**config.mk**
```make
export PLATFORM = sky130hd
export DESIGN_NAME = cordic_sqrt_arb
export DESIGN_NICKNAME = d
export VERILOG_FILES = /design/src/rtl/cordic_sqrt_arb.sv
export SDC_FILE = /design/constraint.sdc
export NUM_CORES = 1
export LEC_CHECK = 0
export ABC_AREA = 1
export CAP_MARGIN = 20
export CORE_UTILIZATION = 39
export CTS_CLUSTER_SIZE = 25
export DETAILED_ROUTE_END_ITERATION = 10
export GPL_TIMING_DRIVEN = 0
export PLACE_DENSITY = 0.79
export SYNTH_ARGS = -nofsm -noshare
export SYNTH_HDL_FRONTEND = slang
export SYNTH_SLANG_ARGS = --single-unit
```
**constraint.sdc**
```tcl
create_clock -name clk -period 3.6 [get_ports clk]
set_clock_uncertainty 0.2 [all_clocks]
set_input_delay 1.08 -clock clk [delete_from_list [all_inputs] [get_ports clk]]
set_output_delay 1.08 -clock clk [all_outputs]
set_load 0.005 [all_outputs]
```
**src/rtl/cordic_sqrt_arb.sv**
```systemverilog
// Round-robin arbiter that shares one square-root engine among NREQ requesters.
// Each job is latched at grant, issued once, and answered with a result or a timeout error.
module cordic_sqrt_arb #(
   parameter int NREQ    = 4,
   parameter int TIMEOUT = 64
) (
   input  logic                 clk,
   input  logic                 rst,
   input  logic [NREQ-1:0]      req,
   input  logic [32*NREQ-1:0]   req_din,
   input  logic [4:0]           cfg_iterations,
   output logic [NREQ-1:0]      ack,
   output logic [15:0]          rsp_dout,
   output logic                 rsp_err,
   output logic                 arb_busy,
   output logic                 eng_start,
   output logic [31:0]          eng_din,
   output logic [4:0]           eng_iterations,
   input  logic [15:0]          eng_dout,
   input  logic                 eng_ready,
   input  logic                 eng_busy
);
   localparam int IW = (NREQ > 1) ? $clog2(NREQ) : 1;
   localparam int PW = IW + 1;
   localparam int CW = $clog2(TIMEOUT + 1);

   typedef enum logic [1:0] {IDLE, ISSUE, WAIT, DELIVER} state_t;

   state_t          state_q, state_d;
   logic [IW-1:0]   ptr_q, ptr_d;
   logic [IW-1:0]   idx_q, idx_d;
   logic [CW-1:0]   cnt_q, cnt_d;
   logic [31:0]     din_q, din_d;
   logic [4:0]      iter_q, iter_d;
   logic [15:0]     res_q, res_d;
   logic            err_q, err_d;
   logic            skip_q, skip_d;

   logic [NREQ-1:0] elig;
   logic            found;
   logic [IW-1:0]   win;
   logic [31:0]     win_din;
   logic [PW-1:0]   pos;

   // The requester served last is masked for one IDLE cycle while its req falls.
   always_comb begin
      elig = req;
      if (skip_q) elig[idx_q] = 1'b0;
      found = 1'b0;
      win   = '0;
      pos   = '0;
      for (int k = 0; k < NREQ; k++) begin
         pos = {1'b0, ptr_q} + PW'(k);
         if (pos >= PW'(NREQ)) pos = pos - PW'(NREQ);
         if (!found && elig[pos[IW-1:0]]) begin
            found = 1'b1;
            win   = pos[IW-1:0];
         end
      end
      win_din = '0;
      for (int i = 0; i < NREQ; i++) begin
         if (win == IW'(i)) win_din = req_din[32*i +: 32];
      end
   end

   always_ff @(posedge clk) begin
      if (rst) begin
         state_q <= IDLE;
         ptr_q   <= '0;
         idx_q   <= '0;
         cnt_q   <= '0;
         din_q   <= '0;
         iter_q  <= '0;
         res_q   <= '0;
         err_q   <= 1'b0;
         skip_q  <= 1'b0;
      end else begin
         state_q <= state_d;
         ptr_q   <= ptr_d;
         idx_q   <= idx_d;
         cnt_q   <= cnt_d;
         din_q   <= din_d;
         iter_q  <= iter_d;
         res_q   <= res_d;
         err_q   <= err_d;
         skip_q  <= skip_d;
      end
   end

   always_comb begin
      state_d = state_q;
      ptr_d   = ptr_q;
      idx_d   = idx_q;
      cnt_d   = cnt_q;
      din_d   = din_q;
      iter_d  = iter_q;
      res_d   = res_q;
      err_d   = err_q;
      skip_d  = 1'b0;
      unique case (state_q)
         IDLE: begin
            if (found && !eng_busy) begin
               state_d = ISSUE;
               idx_d   = win;
               din_d   = win_din;
               iter_d  = cfg_iterations;
               ptr_d   = (win == IW'(NREQ - 1)) ? '0 : win + 1'b1;
            end
         end
         ISSUE: begin
            cnt_d   = '0;
            state_d = WAIT;
         end
         WAIT: begin
            // Abort when the incremented count would reach TIMEOUT-1, so ack lands TIMEOUT cycles after start.
            if (eng_ready) begin
               res_d   = eng_dout;
               err_d   = 1'b0;
               state_d = DELIVER;
            end else if (cnt_q == CW'(TIMEOUT - 2)) begin
               res_d   = '0;
               err_d   = 1'b1;
               state_d = DELIVER;
            end else begin
               cnt_d = cnt_q + 1'b1;
            end
         end
         DELIVER: begin
            skip_d  = 1'b1;
            state_d = IDLE;
         end
         default: state_d = IDLE;
      endcase
   end

   always_comb begin
      ack = '0;
      if (state_q == DELIVER) ack[idx_q] = 1'b1;
      eng_start      = (state_q == ISSUE);
      arb_busy       = (state_q != IDLE);
      rsp_dout       = res_q;
      rsp_err        = err_q;
      eng_din        = din_q;
      eng_iterations = iter_q;
   end

endmodule

```
# Word level (Yosys, flattened, before mapping)
# Index checks and enable logic that the tools add are counted.
dict set report classes {
  n_eq_ne 11
  order_cmp 10
  bitwise_logic 2
  add_sub_neg 9
  muxes 41
  reduce_logical 18
}
# operator n
set op_table {}
lappend op_table {{$mux 32} 4}
lappend op_table {{$mux 16} 2}
lappend op_table {{$mux 2} 12}
lappend op_table {{$lt 2x3->1 const B} 5}
lappend op_table {{$mux 7} 2}
lappend op_table {{$pmux 7 s2} 1}
lappend op_table {{$mux 1} 12}
lappend op_table {{$ge 3x3->1 const B} 3}
lappend op_table {{$bmux 1 s2} 4}
lappend op_table {{$eq 2x2->1 const B} 4}
lappend op_table {{$mux 4} 2}
lappend op_table {{$pmux 2 s4} 1}
lappend op_table {{$sub 2x1->2 const B} 4}
lappend op_table {{$add 7x1->7 const B} 1}
lappend op_table {{$eq 7x6->1 const B} 1}
lappend op_table {{$add 2x2->3 const B} 2}
lappend op_table {{$ne 2x2->1 const B} 3}
lappend op_table {{$reduce_and 2->1} 3}
lappend op_table {{$reduce_bool 2->1} 3}
lappend op_table {{$logic_and 1x1->1} 5}
lappend op_table {{$and 4x4->4} 1}
lappend op_table {{$eq 2x1->1 const B} 2}
lappend op_table {{$logic_not 1->1} 4}
lappend op_table {{$logic_not 2->1} 2}
lappend op_table {{8 further kinds} 8}
dict set report word_totals {
  input_bits 157
  output_inout_bits 60
  register_bits 68
}

# Logic depth before layout (Yosys ltp)
# Gate-level depths: netlist (run 1).
dict set report logic_depth {
  depth_word 24
  depth_mapped 23
  mapped_depth_nobuf 21
}

# Worst setup path before layout (run 1)
# Ideal clock, no wire load.
dict set report synth_timing {
  path_type {input-to-reg}
  from {in req[1]}
  to {reg din_q[5], in the netlist eng_din[5]}
  path_slack_ps 287
  cell_stages 21
  setup_ps 70
  arrival_time_ps 3043
  cell_sequence {nand3_1 > nand3_1 > nand2_1 > inv_1 > nand2_1 > nand2_1 > nand2_1 > nand2_1 > inv_1 > nand2_1 > inv_1 > ha_1 > clkbuf_1 > inv_1 > clkbuf_1 > nand3_1 > nand2_1 > o21ai_0 > o21ai_0 > nand2_1 > a21oi_1}
}
dict set report synth_between {
  elab_chain_cells 19
  elab_cells_between_ends 34
  classes_between {eq/ne (3); mux (21); bitwise (1); reduce/logical (9)}
}
# item line_no
set synth_rtl {}
lappend synth_rtl {{from (decl)} 9} ;# input logic [NREQ-1:0] req,
lappend synth_rtl {{$and 4x4->4 (no line)} n/a}
lappend synth_rtl {{$mux 4 (*)} 48} ;# if (skip_q) elig[idx_q] = 1'b0;
lappend synth_rtl {{$bmux 1 s2} 55} ;# if (!found && elig[pos[IW-1:0]]) begin
lappend synth_rtl {{$mux 1 (implied by the code)} 55}
lappend synth_rtl {{$mux 1} 55}
lappend synth_rtl {{$logic_not 1->1} 55}
lappend synth_rtl {{$logic_and 1x1->1} 55}
lappend synth_rtl {{$mux 1} 55}
lappend synth_rtl {{[... 2 more ...]} n/a}
lappend synth_rtl {{$mux 1} 55}
lappend synth_rtl {{$logic_not 1->1} 55}
lappend synth_rtl {{$logic_and 1x1->1} 55}
lappend synth_rtl {{$mux 2 (*)} 55}
lappend synth_rtl {{named net win[0]} 41} ;# logic [IW-1:0] win;
lappend synth_rtl {{$logic_not 2->1} 62} ;# if (win == IW'(i)) win_din = req_din[32*i +: 32];
lappend synth_rtl {{$mux 32 (3 in a row)} 62}
lappend synth_rtl {{$mux 32 (*)} 62}
lappend synth_rtl {{to (signal assigned)} 82} ;# din_q <= din_d;
lappend synth_rtl {{to (decl)} 33} ;# logic [31:0] din_q, din_d;
# Mark *: on every way through the listed nets, which the timed path passes. The rest lies on a longest branch. The select of a mux whose other input is x is not followed.
# A chain may end at the register's enable or synchronous reset.

# Worst setup path in the final report (run 1)
dict set report layout_timing {
  from {in req[0]}
  to {reg din_q[9], in the netlist eng_din[9]}
}
# Same word-level chain as after synthesis.

==> impl_metrics.tcl, run 1 <==
set metrics [dict create \
    antenna_violations_before_repair 0 \
    path_max_fanout 10 \
    post_synth_inst_count 615 \
    route.detailed.vias_per_inst 5.08 \
    timing.final.crit_period_ns 3.42 \
    fin_area_um2 6590 \
    synth_cell_type_count 27 \
    grt_pass1_wl_um 22000 \
    share_comb_of_total_power_pct 74.6 \
    power-per-cell-area_nw_per_um2 1000 \
    grt_start_max_net_pins 12 \
    timing.max_slew.rel_slack_pct 63.1 \
    drt-initial-drc-count 142 \
    post_route_cells_drive_above_1_share_pct 8.79 \
    max_slew_violation_count 0 \
    fin_cells 975 \
    hp_class "flop to flop" \
    routedWlPerCell_um 14.4 \
    syn-num-nets 783 \
    ff2ff_path_depth 20 \
    drv.max_cap_violation_count 0 \
    number_of_synthesized_register_bits 68 \
    holdPathStages 2 \
    dp.final_hpwl_um 11100 \
    commonest_non_fill_non_tap_cell_in_the_layout "clkdlybuf4s50_1" \
    grt_setup_unrepaired "false" \
    total_power_mw 6.62 \
    numPortBuffers 215 \
    pre_cts_ws_ns -0.855 \
    io_pins 217 \
    tightest_slew_ns 0.553 \
    power.share.clock_pct 8.4 \
    swShare_pct 49.2 \
    cts_max_path_buffers 2 \
    cp_data_arrival_time_ns 3.48 \
    synth_seq_area_share_pct 34.5 \
    start_util_pct 40.3 \
    dp_cells 963 \
    placeableCoreArea_um2 9770 \
    grt_usage_pct 26.6 \
    die_x_um 103 \
    insertion_delay_ns 0.34 \
    globalplace.congestion 0.860 \
    cts.sink_count 68 \
    route.final.wire_length_um 14100 \
    mostFrequentLayoutCells "clkdlybuf4s50_1 (213), nand2_1 (200), a21oi_1 (95)" \
    vdd_ir_drop_max_mv 0.687 \
    internal_power_mw 3.36 \
    areaGrowthSynthToFinish_pct 67.2 \
    count_of_vias_placed_by_the_detailed_router 4954 \
    critical_path_required_ns 3.66 \
    net-switching-power_mw 3.26 \
    std_cell_rows 36 \
    final_core_utilization_pct 67.4 \
    status "completed" \
    htree_levels 3 \
    final.setup.worst_slack_ns 0.180 \
    finalSetupViolCount 0 \
    hold_ws_ns 0.262 \
    post_synth.cell_area_avg_um2 6.41 \
    netlist_area_um2 3940 \
    chipHeight_um 103 \
    critPathKind "input pin to flop" \
    grt_pass1_vias 4832 \
    clock_tree_from_tritoncts "yes" \
    postRouteAntennaNets 0 \
    critical_path.endpoint_type "flop" \
    seqPwrFrac_pct 17.0 \
    cts_buffers 9 \
    timing.critical_path.from_type "input pin" \
    hold_viol_final 0 \
    synth.yosys.warnings 0 \
    final.setup.tns_ns 0 \
    post_cts.repair.setup_buffers 0 \
    final.period_utilization_pct 95.0 \
    global_route.overflow_total 0 \
    diodes 0 \
    root_buffer "clkbuf_8" \
    drt_pre_antenna_iters 5 \
    clk_pin_slew_ns 0.07 \
    achievable-frequency_mhz 292 \
    route.detailed.drc 0 \
    placed_cell_area_um2 6260 \
    dieArea_um2 10500 \
    layout.nets 1006 \
    p_leak_nw 2.54 \
]
sequential cells by signal (all words and copies together) (netlist names), 2 cells and up:
signal	cells
idx_q	2
rsp_dout	16
eng_din	32
ptr_q	2
eng_iterations	5
cnt_q	7
state_q	2
layout make-up:
class	instances	area, um2
fillers	887	3190
repair buffers	215	2160
clock buffers	11	141
multi-input cells	472	2340
plain buffers	40	270
well taps	133	166
clock inverters	4	26.3
flip-flops and latches	68	1360
inverters	32	125
worst max-delay path: stages:
cell and delay, ns:
clkdlybuf4s50_1 0.51, nand3_2 0.12, nand3_2 0.09, nand2_2 0.08, inv_1 0.06, nand2_1 0.07
nand2_1 0.06, nand2_1 0.04, nand2_1 0.06, inv_1 0.07, nand2_4 0.11, inv_2 0.06
ha_4 0.21, inv_6 0.09, clkbuf_8 0.16, nand3_1 0.07, nand2_1 0.07, o21ai_0 0.08
o21ai_0 0.16, nand2_1 0.08, a21oi_1 0.14
power by group through the flow:
stage / clock, mW / combinational, mW / sequential, mW
after floorplan: 0 / 2.86 / 1.14
after detailed placement: 0 / 4.37 / 1.14
after global placement: 0 / 4.26 / 1.13
after CTS: 0.561 / 4.54 / 1.12
after global routing: 0.600 / 5.46 / 1.15
final: 0.557 / 4.94 / 1.12
path summary, 6_finish.rpt:
check                                 from                       end  slack (ns)
hold / removal    eng_din[24]$_SDFFE_PP0P_  eng_din[24]$_SDFFE_PP0P_        0.26
setup reg to reg     ptr_q[0]$_SDFFE_PP0P_   eng_din[9]$_SDFFE_PP0P_        0.71
setup / recovery                    req[0]   eng_din[9]$_SDFFE_PP0P_        0.18
hold reg to reg   eng_din[24]$_SDFFE_PP0P_  eng_din[24]$_SDFFE_PP0P_        0.26
what timing repair did:
item,in CTS,in global routing
gates cloned,0,0
gates resized for setup,33,69
setup endpoints to repair,32,32
hold buffers,0,0
pin swaps,0,3
Yosys cell counts:
| master | number | area (um2) |
|---|---|---|
| o21ai_4 | 1 | 16.3 |
| a31oi_1 | 1 | 6.26 |
| nand3_1 | 57 | 285 |
| xnor2_1 | 1 | 8.76 |
| inv_2 | 3 | 11.3 |
| o21ai_0 | 66 | 330 |
| xor2_2 | 1 | 16.3 |
| nor3_1 | 6 | 30.0 |
| clkinv_1 | 1 | 3.75 |
| nor3b_1 | 1 | 7.51 |
| a21oi_1 | 96 | 480 |
| nand4_4 | 1 | 21.3 |
| buf_4 | 8 | 60.1 |
| buf_2 | 1 | 5.00 |
| dfxtp_1 | 68 | 1360 |
| clkbuf_1 | 33 | 124 |
| nand4_1 | 5 | 31.3 |
| inv_1 | 28 | 105 |
| buf_6 | 1 | 11.3 |
| nand2_1 | 203 | 762 |
| nand3_4 | 1 | 17.5 |
| or2_2 | 1 | 6.26 |
| nor2_1 | 13 | 48.8 |
| a211oi_1 | 2 | 15.0 |
| ha_1 | 11 | 138 |
| nand2_2 | 3 | 18.8 |
| nand3_2 | 2 | 20.0 |
layer usage:
| layer | GRT usage [%] | vias to the layer above | wire [um] |
|---|---|---|---|
| met3 | 5.29 | 37 | 752 |
| met1 | 30.3 | 2263 | 5660 |
| met4 | 13.1 | 0 | 488 |
| met2 | 47.5 | 168 | 7170 |
| met5 | 0 | - | 0 |
| li1 | - | 2486 | - |
logic make-up after synthesis:
family | synth area share (%)
buf+inv | 8.13
flops | 34.5
compound gates | 21.5
xor+xnor | 0.635
fa+ha+maj | 3.49
simple gates | 31.7
Power figures use the tool's default switching activity.
==> inputs of run 2 (changes only) <==
- clock period: 3.6 -> 3.9 ns (I/O delays scaled with it)
==> impl_metrics.tcl, run 2 (synthesized netlist as in run 1, its figures left out) <==
set metrics [dict create \
    clk_pin_slew_ns 0.07 \
    hold_ws_ns 0.263 \
    timing.final.crit_period_ns 3.70 \
    power-per-cell-area_nw_per_um2 895 \
    critPathKind "input pin to flop" \
    antenna_violations_before_repair 0 \
    status "completed" \
    area_taken_by_multi_input_logic_gates_um2 2270 \
    clock_tree_from_tritoncts "yes" \
    path_max_fanout 10 \
    drt-initial-drc-count 137 \
    cts.sink_count 68 \
    commonest_non_fill_non_tap_cell_in_the_layout "clkdlybuf4s50_1" \
    areaGrowthSynthToFinish_pct 63.9 \
    achievable-frequency_mhz 270 \
    route.detailed.vias_per_inst 5.05 \
    tightest_slew_ns 0.549 \
    final.period_utilization_pct 94.8 \
    final.setup.worst_slack_ns 0.203 \
    wl_met1_um 5620 \
    root_buffer "clkbuf_8" \
    wl_met2_um 7030 \
    hp_class "flop to flop" \
    p_leak_nw 2.49 \
    highest_layer "met4" \
    placed_cell_area_um2 6260 \
    critical_path_required_ns 3.97 \
    cp_data_arrival_time_ns 3.77 \
    timing.hold.worst_endpoint "eng_din[23]$_SDFFE_PP0P_" \
    timing.max_slew.rel_slack_pct 63.4 \
    route.detailed.drc 0 \
    finalSetupViolCount 0 \
    vdd_ir_drop_max_mv 0.608 \
    count_of_vias_placed_by_the_detailed_router 4922 \
    grt_setup_unrepaired "true" \
    post_route_cells_drive_above_1_share_pct 7.24 \
    postRouteAntennaNets 0 \
    critical_path.reg2reg.startpoint "ptr_q[0]$_SDFFE_PP0P_" \
    diodes 0 \
    hold_path_startpoint "eng_din[23]$_SDFFE_PP0P_" \
    routedWlPerCell_um 14.3 \
    max_slew_violation_count 0 \
    met3RoutedLength_um 760 \
    grt_pass1_vias 4851 \
    cts_buffers 9 \
    io_pins 217 \
    r2r_slack_ns 0.86 \
    layout.nets 1006 \
    dp.final_hpwl_um 11100 \
    numPortBuffers 215 \
    largest_register_ff_count 32 \
    htree_levels 3 \
    hold_viol_final 0 \
    final_core_utilization_pct 66.1 \
    fin_area_um2 6460 \
    cts_max_path_buffers 2 \
    globalplace.congestion 0.860 \
    sequential_cell_area_um2 1360 \
    global_route.overflow_total 0 \
    start_util_pct 40.3 \
    post_cts.repair.setup_buffers 0 \
    holdPathStages 2 \
    drt_pre_antenna_iters 5 \
    mostFrequentLayoutCells "clkdlybuf4s50_1 (215), nand2_1 (203), a21oi_1 (96)" \
    drv.max_cap_violation_count 0 \
    route.final.wire_length_um 13900 \
    pre_cts_ws_ns -0.645 \
    chipHeight_um 103 \
    die_x_um 103 \
    placeableCoreArea_um2 9770 \
    fillerInstances 906 \
    dieArea_um2 10500 \
    grt_pass1_wl_um 22000 \
    ff2ff_path_depth 22 \
    std_cell_rows 36 \
    grt_usage_pct 26.6 \
    timing.critical_path.from_type "input pin" \
    grt_start_max_net_pins 12 \
    timing.rr.end "eng_din[21]$_SDFFE_PP0P_" \
    critical_path.endpoint_type "flop" \
    insertion_delay_ns 0.34 \
]
-- run 2: final cells by class --
cell class / instances / area share, %
inverters: 32 / 1.90
repair buffers: 215 / 33.3
clock buffers: 11 / 2.19
clock inverters: 4 / 0.407
plain buffers: 40 / 3.47
well taps: 133 / 2.58
multi-input cells: 472 / 35.1
flip-flops and latches: 68 / 21.1
-- run 2: worst max-delay path, cell delays in order --
cell,delay (ns)
clkdlybuf4s50_1,0.49
nand3_1,0.13
nand3_1,0.10
nand2_1,0.12
inv_1,0.08
nand2_1,0.07
nand2_1,0.06
nand2_1,0.04
nand2_1,0.06
inv_1,0.05
nand2_1,0.11
inv_1,0.08
ha_2,0.26
inv_4,0.11
buf_4,0.17
nand3_1,0.09
nand2_1,0.08
o21ai_0,0.08
o21ai_0,0.22
nand2_1,0.08
a21oi_1,0.11
-- run 2: what timing repair did --
item	in CTS	in global routing
endpoints found under the setup margin	30	32
hold buffers	0	0
gates resized for setup	12	45
-- run 2: worst max path at each step --
stage	start	end	slack [ns]	cells after the start
3_5_place_dp	req[0]	eng_din[11]$_SDFFE_PP0P_	-0.64	22
3_3_place_gp	req[1]	eng_din[11]$_SDFFE_PP0P_	-0.54	22
6_report	req[0]	eng_din[21]$_SDFFE_PP0P_	0.20	21
4_1_cts	req[0]	eng_din[30]$_SDFFE_PP0P_	0.001	20
2_1_floorplan	req[1]	eng_din[5]$_SDFFE_PP0P_	0.50	21
5_1_grt	req[0]	eng_din[23]$_SDFFE_PP0P_	-0.0008	18
-- run 2: report_power, final --
part | total (mW) | switching [mW] | internal (mW)
Combinational | 4.23 | 2.50 | 1.73
Sequential | 1.04 | 0.123 | 0.914
Clock | 0.512 | 0.268 | 0.244
Total | 5.78 | 2.89 | 2.89
-- run 2: per-layer routing --
| layer | vias up | global-route usage [%] |
|---|---|---|
| met3 | 38 | 5.29 |
| met1 | 2234 | 30.2 |
| li1 | 2483 | - |
| met2 | 167 | 47.6 |
| met5 | - | 0 |
| met4 | 0 | 13.1 |
-- run 2: metrics by stage --
stage | power (mW) | std cells | TNS (ns)
final | 5.78 | 975 | 0
after floorplan | 3.70 | 615 | 0
after global placement | 4.97 | 963 | -14.28
after CTS | 5.65 | 977 | 0
after detailed placement | 5.08 | 963 | -17.42
after global routing | 6.35 | 975 | -0.000770
